--- config.mk ---
export PLATFORM = sky130hd
export DESIGN_NAME = mem_1rw_master
export DESIGN_NICKNAME = d
export VERILOG_FILES = /design/src/rtl/mem_1rw_pkg.sv /design/src/rtl/mem_1rw_rsp_fifo.sv /design/src/rtl/mem_1rw_master.sv
export SDC_FILE = /design/constraint.sdc
export NUM_CORES = 1
export LEC_CHECK = 0
export ABC_AREA = 1
export BUFFER_PORTS_ARGS = -buffer_cell sky130_fd_sc_hd__clkbuf_2
export CORE_ASPECT_RATIO = 0.8
export CORE_MARGIN = 3
export CORE_UTILIZATION = 43
export DETAILED_ROUTE_END_ITERATION = 16
export GPL_TIMING_DRIVEN = 0
export PLACE_DENSITY = 0.79
export SLEW_MARGIN = 20
export SYNTH_ARGS = -nofsm -noshare
export SYNTH_HDL_FRONTEND = slang
export SYNTH_SLANG_ARGS = --single-unit
--- constraint.sdc ---
create_clock -name clk -period 4.1 [get_ports clk]
set_input_delay 0.82 -clock clk [delete_from_list [all_inputs] [get_ports clk]]
set_output_delay 0.82 -clock clk [all_outputs]
set_load 0.01 [all_outputs]
--- src/rtl/mem_1rw_pkg.sv ---
// Shared definitions for the 1RW memory initiator: FSM encoding and response FIFO depth.
package mem_1rw_pkg;

  typedef enum logic [1:0] {
    ST_IDLE  = 2'd0,
    ST_WRITE = 2'd1,
    ST_READ  = 2'd2,
    ST_DRAIN = 2'd3
  } state_t;

  localparam int RSP_DEPTH = 2;

endpackage

--- src/rtl/mem_1rw_rsp_fifo.sv ---
// Small synchronous FIFO holding {rd_last, rd_data} response entries.
// A pop frees the head in the same cycle, so a push into a full FIFO is accepted when it coincides with a pop.
module mem_1rw_rsp_fifo
  import mem_1rw_pkg::*;
#(
  parameter int W = 65
) (
  input  logic         clk,
  input  logic         rst_n,
  input  logic         push,
  input  logic [W-1:0] push_data,
  input  logic         pop,
  output logic [W-1:0] head,
  output logic         full,
  output logic         empty
);

  localparam int PW = $clog2(RSP_DEPTH);
  localparam int CW = $clog2(RSP_DEPTH + 1);

  logic [W-1:0]  entry_q [RSP_DEPTH];
  logic [PW-1:0] wr_ptr_q;
  logic [PW-1:0] rd_ptr_q;
  logic [CW-1:0] count_q;
  logic          do_push;
  logic          do_pop;

  assign empty   = (count_q == '0);
  assign full    = (count_q == CW'(RSP_DEPTH));
  assign do_pop  = pop & ~empty;
  assign do_push = push & (~full | do_pop);
  assign head    = entry_q[rd_ptr_q];

  always_ff @(posedge clk) begin
    if (!rst_n) begin
      wr_ptr_q <= '0;
      rd_ptr_q <= '0;
      count_q  <= '0;
    end else begin
      if (do_push) wr_ptr_q <= wr_ptr_q + PW'(1);
      if (do_pop)  rd_ptr_q <= rd_ptr_q + PW'(1);
      count_q <= count_q + CW'(do_push) - CW'(do_pop);
    end
  end

  // Storage needs no reset; occupancy alone decides what is valid.
  always_ff @(posedge clk) begin
    if (do_push) entry_q[wr_ptr_q] <= push_data;
  end

endmodule

--- src/rtl/mem_1rw_master.sv ---
// Burst initiator for a single-port 1RW memory: command, write-beat and read-response channels.
// Optional command range check enabled by defining MEM_1RW_MASTER_RANGE_CHK_EN.
//
// Every channel is valid/ready: a beat transfers on the cycle where valid & ready are both high,
// and the sender holds valid and payload stable until then.
module mem_1rw_master
  import mem_1rw_pkg::*;
#(
  parameter int ADDR_WIDTH = 8,
  parameter int MEM_DEPTH  = 256,
  parameter int WORD_BYTES = 8,
  parameter int LEN_WIDTH  = 4
) (
  input  logic                    clk,
  input  logic                    rst_n,
  input  logic                    cmd_valid,
  output logic                    cmd_ready,
  input  logic                    cmd_we,
  input  logic [ADDR_WIDTH-1:0]   cmd_addr,
  input  logic [LEN_WIDTH-1:0]    cmd_len,
  input  logic [WORD_BYTES-1:0]   cmd_be,
  output logic                    cmd_err,
  input  logic                    wr_valid,
  output logic                    wr_ready,
  input  logic [8*WORD_BYTES-1:0] wr_data,
  output logic                    rd_valid,
  input  logic                    rd_ready,
  output logic [8*WORD_BYTES-1:0] rd_data,
  output logic                    rd_last,
  output logic                    busy,
  output logic                    mem_ce,
  output logic                    mem_we,
  output logic [ADDR_WIDTH-1:0]   mem_addr,
  output logic [8*WORD_BYTES-1:0] mem_wr_data,
  output logic [WORD_BYTES-1:0]   mem_be,
  input  logic [8*WORD_BYTES-1:0] mem_rd_data
);

  localparam int DW = 8 * WORD_BYTES;

  state_t                  state_q;
  logic [ADDR_WIDTH-1:0]   addr_q;
  logic [LEN_WIDTH-1:0]    len_q;
  logic [LEN_WIDTH-1:0]    beat_q;
  logic [WORD_BYTES-1:0]   be_q;
  logic                    inflight_q;
  logic                    inflight_last_q;
  logic                    cmd_err_q;

  logic                    cmd_fire;
  logic                    cmd_bad;
  logic                    wr_fire;
  logic                    rd_issue;
  logic                    rsp_pop;
  logic                    beat_last;
  logic                    fifo_full;
  logic                    fifo_empty;
  logic [1:0]              occ;
  logic [DW:0]             fifo_head;

  assign cmd_ready = (state_q == ST_IDLE);
  assign busy      = (state_q != ST_IDLE);
  assign wr_ready  = rst_n & (state_q == ST_WRITE);
  assign cmd_fire  = cmd_valid & cmd_ready;
  assign wr_fire   = wr_valid & wr_ready;
  assign rsp_pop   = ~fifo_empty & rd_ready;
  assign beat_last = (beat_q == len_q);
  assign cmd_err   = cmd_err_q;

  // Issue only if the beat is guaranteed a FIFO slot when it returns next cycle.
  assign occ      = {fifo_full, ~fifo_full & ~fifo_empty};
  assign rd_issue = rst_n && (state_q == ST_READ) &&
                    (({1'b0, occ} + {2'b00, inflight_q}) < (3'd2 + {2'b00, rsp_pop}));

  assign mem_ce      = wr_fire | rd_issue;
  assign mem_we      = wr_fire;
  assign mem_addr    = mem_ce ? addr_q : '0;
  assign mem_be      = wr_fire ? be_q : '0;
  assign mem_wr_data = wr_fire ? wr_data : '0;

`ifdef MEM_1RW_MASTER_RANGE_CHK_EN
  logic [ADDR_WIDTH:0] end_addr;
  assign end_addr = {1'b0, cmd_addr} + (ADDR_WIDTH + 1)'(cmd_len);
  assign cmd_bad  = (end_addr >= (ADDR_WIDTH + 1)'(MEM_DEPTH));
`else
  assign cmd_bad = 1'b0;
`endif

  always_ff @(posedge clk) begin
    if (!rst_n) begin
      state_q         <= ST_IDLE;
      addr_q          <= '0;
      len_q           <= '0;
      beat_q          <= '0;
      be_q            <= '0;
      inflight_q      <= 1'b0;
      inflight_last_q <= 1'b0;
      cmd_err_q       <= 1'b0;
    end else begin
      cmd_err_q       <= 1'b0;
      inflight_q      <= rd_issue;
      inflight_last_q <= rd_issue & beat_last;
      case (state_q)
        ST_IDLE: begin
          if (cmd_fire) begin
            if (cmd_bad) begin
              cmd_err_q <= 1'b1;
            end else begin
              addr_q  <= cmd_addr;
              len_q   <= cmd_len;
              be_q    <= cmd_be;
              beat_q  <= '0;
              state_q <= cmd_we ? ST_WRITE : ST_READ;
            end
          end
        end
        ST_WRITE: begin
          if (wr_fire) begin
            addr_q <= addr_q + ADDR_WIDTH'(1);
            beat_q <= beat_q + LEN_WIDTH'(1);
            if (beat_last) state_q <= ST_IDLE;
          end
        end
        ST_READ: begin
          if (rd_issue) begin
            addr_q <= addr_q + ADDR_WIDTH'(1);
            beat_q <= beat_q + LEN_WIDTH'(1);
            if (beat_last) state_q <= ST_DRAIN;
          end
        end
        ST_DRAIN: begin
          if (!inflight_q && fifo_empty) state_q <= ST_IDLE;
        end
        default: state_q <= ST_IDLE;
      endcase
    end
  end

  // mem_rd_data is only captured on the cycle after an issue.
  mem_1rw_rsp_fifo #(
    .W (DW + 1)
  ) u_rsp_fifo (
    .clk       (clk),
    .rst_n     (rst_n),
    .push      (inflight_q),
    .push_data ({inflight_last_q, mem_rd_data}),
    .pop       (rsp_pop),
    .head      (fifo_head),
    .full      (fifo_full),
    .empty     (fifo_empty)
  );

  assign rd_valid = ~fifo_empty;
  assign rd_data  = fifo_head[DW-1:0];
  assign rd_last  = fifo_head[DW] & ~fifo_empty;

endmodule

==> results of run 1 <==
power by group through the flow:
stage                     clock (mW)  combinational (mW)  sequential (mW)
after detailed placement           0                1.62             2.14
after global placement             0                1.56             2.15
after global routing            1.73                1.83             2.13
final                           1.62                1.62             2.11
after CTS                       1.65                1.64             2.11
after floorplan                    0               0.988             2.13
state kept, by name, indices dropped and copies added (netlist names), named ones only:
register             count
len_q                    4
state_q                  2
addr_q                   8
be_q                     8
beat_q                   4
u_rsp_fifo.count_q       2
inflight_q               1
u_rsp_fifo.rd_ptr_q      1
u_rsp_fifo.wr_ptr_q      1
u_rsp_fifo.entry_q     130
inflight_last_q          1
cells by family after synthesis:
kind of cell               count (synthesis)  share of synthesized area
and+or+nand+nor                          383                      0.211
DFF                                      163                      0.641
buffers and inverters                    148                     0.0803
AOI/OAI and AO/OA                         62                     0.0448
adders and majority gates                 10                     0.0176
xor gates and xnor gates                   2                    0.00246
other                                      1                   0.000527
muxes                                      1                    0.00141
worst min-delay path by stage:
stage / end / start
after floorplan: u_rsp_fifo.entry_q[0][64] / inflight_last_q
after global placement: u_rsp_fifo.entry_q[1][64] / inflight_last_q
after detailed placement: u_rsp_fifo.entry_q[0][64] / inflight_last_q
after CTS: u_rsp_fifo.entry_q[0][64] / inflight_last_q
after global routing: u_rsp_fifo.entry_q[0][64] / inflight_last_q
final: u_rsp_fifo.entry_q[0][64] / inflight_last_q
layout by cell type, fill, tap and decap left out, drive strengths merged:
cell        n
nor2       91
inv       122
a21boi      3
clkbuf    337
xor2        2
or2         2
bufinv      2
clkinv      4
nand4       3
dfxtp      33
nand3      14
clkinvlp    2
nand2     273
conb        1
o21ai      22
edfxtp    130
ha         10
mux2i       1
buf        21
o22ai       1
a21oi      36
through the flow:
stage                      util  hold slack [ps]  worst slack, ps  cells
after floorplan               -              404             1030    770
after global placement    0.557              408             19.8   1288
final                     0.602              441             1020   1325
after detailed placement  0.564              430             1160   1293
after global routing      0.602              455              805   1325
after CTS                 0.602              446              948   1325
per-layer routing:
layer / vias up / share of wire / global-route usage
li1: 3072 / - / -
met1: 2733 / 0.39 / 0.252
met2: 272 / 0.48 / 0.335
met3: 33 / 0.11 / 0.0739
met4: 4 / 0.019 / 0.0646
met5: - / 0.0014 / 0
worst max-delay path, stage by stage (launching register included):
cell      delay, ps
dfxtp_1         430
inv_1           100
ha_1            230
nand3_1         110
buf_2           260
buf_1           430
nor2_1          100
clkbuf_2        170
layout make-up:
cell class                      instances  area (µm²)  area share
Buffer                                 33         140      0.0145
Clock buffer                           17         425      0.0441
Clock inverter                         15         190      0.0197
Inverter                              115         432      0.0448
Multi-Input combinational cell        459        2000       0.207
Sequential cell                       163        4560       0.473
Tap cell                              215         269      0.0279
Timing Repair Buffer                  308        1620       0.168
==> metrics.csv, run 1 <==
stage;metric;value;unit
global_route;GR Util All Layers;0.204;
logic_synthesis;biggest area consumer among synthesized cells;edfxtp_1;
place;count of input and output buffers;303;
power;sequential power share;0.394;
logic_synthesis;Area contributors post-synth;edfxtp_1 (55%), nand2_1 (14%), dfxtp_1 (9.3%), inv_1 (5.7%), nor2_1 (4.7%);
logic_synthesis;instance count of the mapped netlist;770;
power;Tot Pwr;5.35;mW
place;Placement Cell Area;9020;µm²
sta;Max Freq;0.325;GHz
route;Wirelength per Cell;14.4;µm
route;DRC violations left;0;
floorplanning;die width;150;µm
cells_and_area;nets@finish;1261;
status;run status;complete, no violations;
logic_synthesis;Syn Std Cell Area;7120;µm²
worst_setup_path;reg2reg end;u_rsp_fifo.entry_q[0][50];
min_path;worst hold path class;reg -> reg;
sta;period utilization;0.751;
worst_setup_path;WP data required;3280;ps
worst_setup_path;CP Max Fanout;10;
logic_synthesis;synth unique cells;29;
clock_network;CTS root buffer;clkbuf_16;
floorplanning;die area;18100;µm²
sta;Setup TNS;0;ps
sta;Final Max Tran Viols;0;
sta;Max transition margin;0.573;
clock_network;clock buffer depth;2;
worst_setup_path;Reg2Reg Setup Slack;2120;ps
sta;RSZ-0062 raised after global routing;false;
clock_network;CTS clk-pin slew, worst paths;60;ps
route;DRT Pass-1 Iters;7;
route;Iter 0 DRT Violations;321;
sta;clk_skew;12.1;ps
place;Detailed Place HPWL;14500;µm
worst_setup_path;startpoint types;register;
clock_network;# clock sinks;163;
clock_network;cts bufs inserted;17;
global_route;first-pass GRT wire length;28700;µm
floorplanning;die height;121;µm
logic_synthesis;sequential element share of the synthesized area;0.641;
logic_synthesis;EDFF count, synth;130;
logic_synthesis;Post-synth top cells;nand2_1 (271), edfxtp_1 (130), inv_1 (108);
cells_and_area;design area;9640;µm²
global_route;vias in the first global route;5718;
clock_network;# hold bufs at CTS;0;
power;Pleak;4.83;nW
worst_setup_path;reg2reg start;u_rsp_fifo.count_q[0];
route;DRT Wirelength;19100;µm
global_route;largest net degree at the start of global routing;26;
worst_setup_path;crit path DAT;2260;ps
global_route;initial antenna violation count;2;
flow_run;max cap viols;0;
worst_setup_path;reg2reg path depth;6;
power;switch share;0.346;
logic_synthesis;cell with the most instances after synthesis;nand2_1;
worst_setup_path;crit path to;mem_wr_data[58];
route;antenna-violating nets left;0;
cells_and_area;layout cells sized above 1;0.326;
clock_network;post-CTS sizing;0;
logic_synthesis;top-area cell type share of the netlist area;0.549;
power;internal power;3.50;mW
floorplanning;Starting Density;0.445;
logic_synthesis;Async SR Flop Fraction;0;
floorplanning;num ports;306;
clock_network;CTS H-Tree Depth;4;
logic_synthesis;post-synthesis register bit count;163;
clock_network;CTS tree;built;
power;Switch Pwr;1.85;mW
global_route;grt total ovfl;0;
logic_synthesis;YS warnings;0;
clock_network;Clk Latency, worst-skew pair;420;ps
min_path;worst hold stages;0;
power;peak supply drop;0.385;mV
sta;Finish-stage setup viols;0;
power;PwrDens;555;nW/µm²
route;DR vias/cell;4.61;
cells_and_area;Area growth syn-to-layout;35.5;%
sta;Slew @ Worst Pin;641;ps
route;via count;6114;
floorplanning;row count;41;
cells_and_area;n_diodes;0;
cells_and_area;fillcell total;1340;
place;RD Place Congestion;0.925;
logic_synthesis;Syn Nets;934;
power;combinational share of power;0.302;
worst_setup_path;Crit Path Class;reg -> out;
worst_setup_path;CP Capture Type;output port;
sta;Hold Vio Cnt, Final;0;
logic_synthesis;mean post-synth cell area;9.24;µm²
logic_synthesis;Primary FF master, synth;edfxtp_1;
worst_setup_path;crit path from;state_q[1];
clock_network;Post-CTS Setup Bufs;0;
sta;Tmin final;3080;ps
floorplanning;core area;16000;µm²
power;clock share of power;0.303;
Note: power is estimated with default switching activity, not from simulation.
==> run 2, diff against run 1 <==
- clock period: 4.1 -> 2.45 ns (I/O delays scaled with it)
==> metrics.csv, run 2 (same netlist as run 1, synthesis figures left out) <==
stage;metric;value;unit;change
flow_run;max cap viols;0;;unchanged
sta;Setup TNS;0;ps;unchanged
worst_setup_path;crit path DAT;1860;ps;was 2260 ps
route;DRT Wirelength;19100;µm;about the same
route;antenna-violating nets left;0;;unchanged
cells_and_area;Largest regs;u_rsp_fifo.entry_q (130), addr_q (8), be_q (8);;unchanged
route;via count;6064;;was 6,114
sta;clk_skew;12.8;ps;was 12.1 ps
sta;period utilization;0.957;;
worst_setup_path;Reg2Reg Setup Slack;530;ps;was 2120 ps
cells_and_area;Finished Core Util;0.607;;was 0.602
floorplanning;num ports;306;;unchanged
global_route;first-pass GRT wire length;28700;µm;about the same
place;Placed Cells incl. Taps;1293;;unchanged
place;Setup Slack @ Placement;106;ps;was 1160 ps
sta;RSZ-0062 raised after global routing;true;;was false
global_route;initial antenna violation count;2;;unchanged
route;DRC violations left;0;;unchanged
cells_and_area;commonest non-fill, non-tap cell in the layout;clkbuf_2;;unchanged
clock_network;clock buffer depth;2;;unchanged
power;Pleak;4.87;nW;was 4.83 nW
cells_and_area;Largest register FFs;130;;unchanged
cells_and_area;Area growth syn-to-layout;36.6;%;was 35.5%
min_path;worst hold path class;in -> reg;;was reg -> reg
clock_network;CTS H-Tree Depth;4;;unchanged
global_route;GR Util All Layers;0.204;;about the same
worst_setup_path;Crit Path Class;reg -> out;;unchanged
worst_setup_path;reg2reg path depth;6;;unchanged
cells_and_area;nets@finish;1260;;was 1,261
worst_setup_path;crit path to;mem_addr[4];;was mem_wr_data[58]
global_route;largest net degree at the start of global routing;26;;unchanged
floorplanning;die area;18100;µm²;unchanged
cells_and_area;most frequent cells in the layout;clkbuf_2 (312), nand2_1 (271), edfxtp_1 (130);;was clkbuf_2 (303), nand2_1 (271), edfxtp_1 (130)
route;Wirelength per Cell;14.4;µm;about the same
sta;Hold Vio Cnt, Final;0;;unchanged
place;Detailed Place HPWL;14500;µm;unchanged
route;Iter 0 DRT Violations;302;;was 321
worst_setup_path;startpoint types;register;;unchanged
floorplanning;core area;16000;µm²;unchanged
worst_setup_path;reg2reg end;u_rsp_fifo.entry_q[0][50];;unchanged
floorplanning;Starting Density;0.445;;unchanged
sta;Finish-stage setup viols;0;;unchanged
sta;Final WS setup;105;ps;was 1020 ps
sta;Final Max Tran Viols;0;;unchanged
cells_and_area;layout cells sized above 1;0.349;;was 0.326
floorplanning;die width;150;µm;unchanged
sta;Max transition margin;0.620;;was 0.573
cells_and_area;Biggest register;u_rsp_fifo.entry_q;;unchanged
cells_and_area;final std cells w/o fill;1324;;was 1,325
global_route;vias in the first global route;5701;;was 5,718
power;PwrDens;926;nW/µm²;was 555 nW/µm²
clock_network;Clk Latency, worst-skew pair;420;ps;about the same
global_route;grt total ovfl;0;;unchanged
worst_setup_path;CP Capture Type;output port;;unchanged
floorplanning;die height;121;µm;unchanged
power;peak supply drop;0.642;mV;was 0.385 mV
cells_and_area;n_diodes;0;;unchanged
status;run status;complete, no violations;;unchanged
floorplanning;row count;41;;unchanged
worst_setup_path;reg2reg start;u_rsp_fifo.count_q[0];;unchanged
sta;Tmin final;2350;ps;
worst_setup_path;WP data required;1960;ps;was 3280 ps
sta;Slew @ Worst Pin;569;ps;was 641 ps
route;DRT Pass-1 Iters;5;;was 7
clock_network;cts bufs inserted;17;;unchanged
worst_setup_path;crit path from;u_rsp_fifo.count_q[0];;was state_q[1]
clock_network;CTS tree;built;;unchanged
clock_network;# clock sinks;163;;unchanged
clock_network;CTS root buffer;clkbuf_16;;unchanged
place;RD Place Congestion;0.925;;unchanged
sta;Max Freq;0.426;GHz;
place;count of input and output buffers;303;;unchanged
worst_setup_path;CP Max Fanout;10;;unchanged
clock_network;CTS clk-pin slew, worst paths;70;ps;was 60 ps
sta;Min Hold Slack;261;ps;was 441 ps
route;DR vias/cell;4.58;;was 4.61
## run 2: changes by cell type in the layout (fill, tap and decap cells not counted), sizes merged
cell and delta:
clkbuf -1
## run 2: metrics by stage
step                      cell area [µm²]  power, mW
after floorplan                      7120       5.21
after global placement               8910       6.21
after detailed placement             9020       6.30
after CTS                            9660       9.04
after global routing                 9720       9.57
final                                9720       9.00
## run 2: repair_timing
item,4_1_cts,5_1_grt
pin swaps,0,0
hold endpoints to repair,0,0
endpoints found under the setup margin,131,90
setup buffers,0,0
resized for setup,18,21
hold buffers,0,0
## run 2: where the power goes
group | switching (mW) | internal, mW
registers | 0.178 | 3.36
logic | 1.78 | 0.979
clock network | 1.15 | 1.55
total | 3.11 | 5.89
## run 2: how the worst min path moves through the flow
stage,startpoint,cells past startpoint,endpoint
detailed placement,inflight_last_q,0,u_rsp_fifo.entry_q[0][64]
global route,mem_rd_data[35],1,u_rsp_fifo.entry_q[0][35]
floorplan,inflight_last_q,0,u_rsp_fifo.entry_q[0][64]
global placement,inflight_last_q,0,u_rsp_fifo.entry_q[1][64]
finish,mem_rd_data[33],1,u_rsp_fifo.entry_q[0][33]
CTS,mem_rd_data[33],1,u_rsp_fifo.entry_q[1][33]
## run 2: worst max-delay path, cell delays in order, from the launching register on
cell and delay [ps]:
dfxtp_2 340, clkbuf_1 90, ha_1 260, inv_1 50
nand2_1 60, nand3_2 100, nand2_4 80, buf_6 150
a21oi_1 140, clkbuf_2 150
## run 2: cell type report
class                           instances  area, µm²
Sequential cell                       163       4570
Multi-Input combinational cell        459       2040
Clock inverter                         15        190
Fill cell                            1328       6280
Tap cell                              215        269
Timing Repair Buffer                  308       1620
Buffer                                 32        173
Clock buffer                           17        425
Inverter                              115        432
## run 2: layer usage
metal	share of wire	wire [µm]	GRT usage
met5	0.0014	27	0
met4	0.019	358	0.0686
met3	0.096	1830	0.0747
met2	0.48	9250	0.333
met1	0.40	7600	0.252
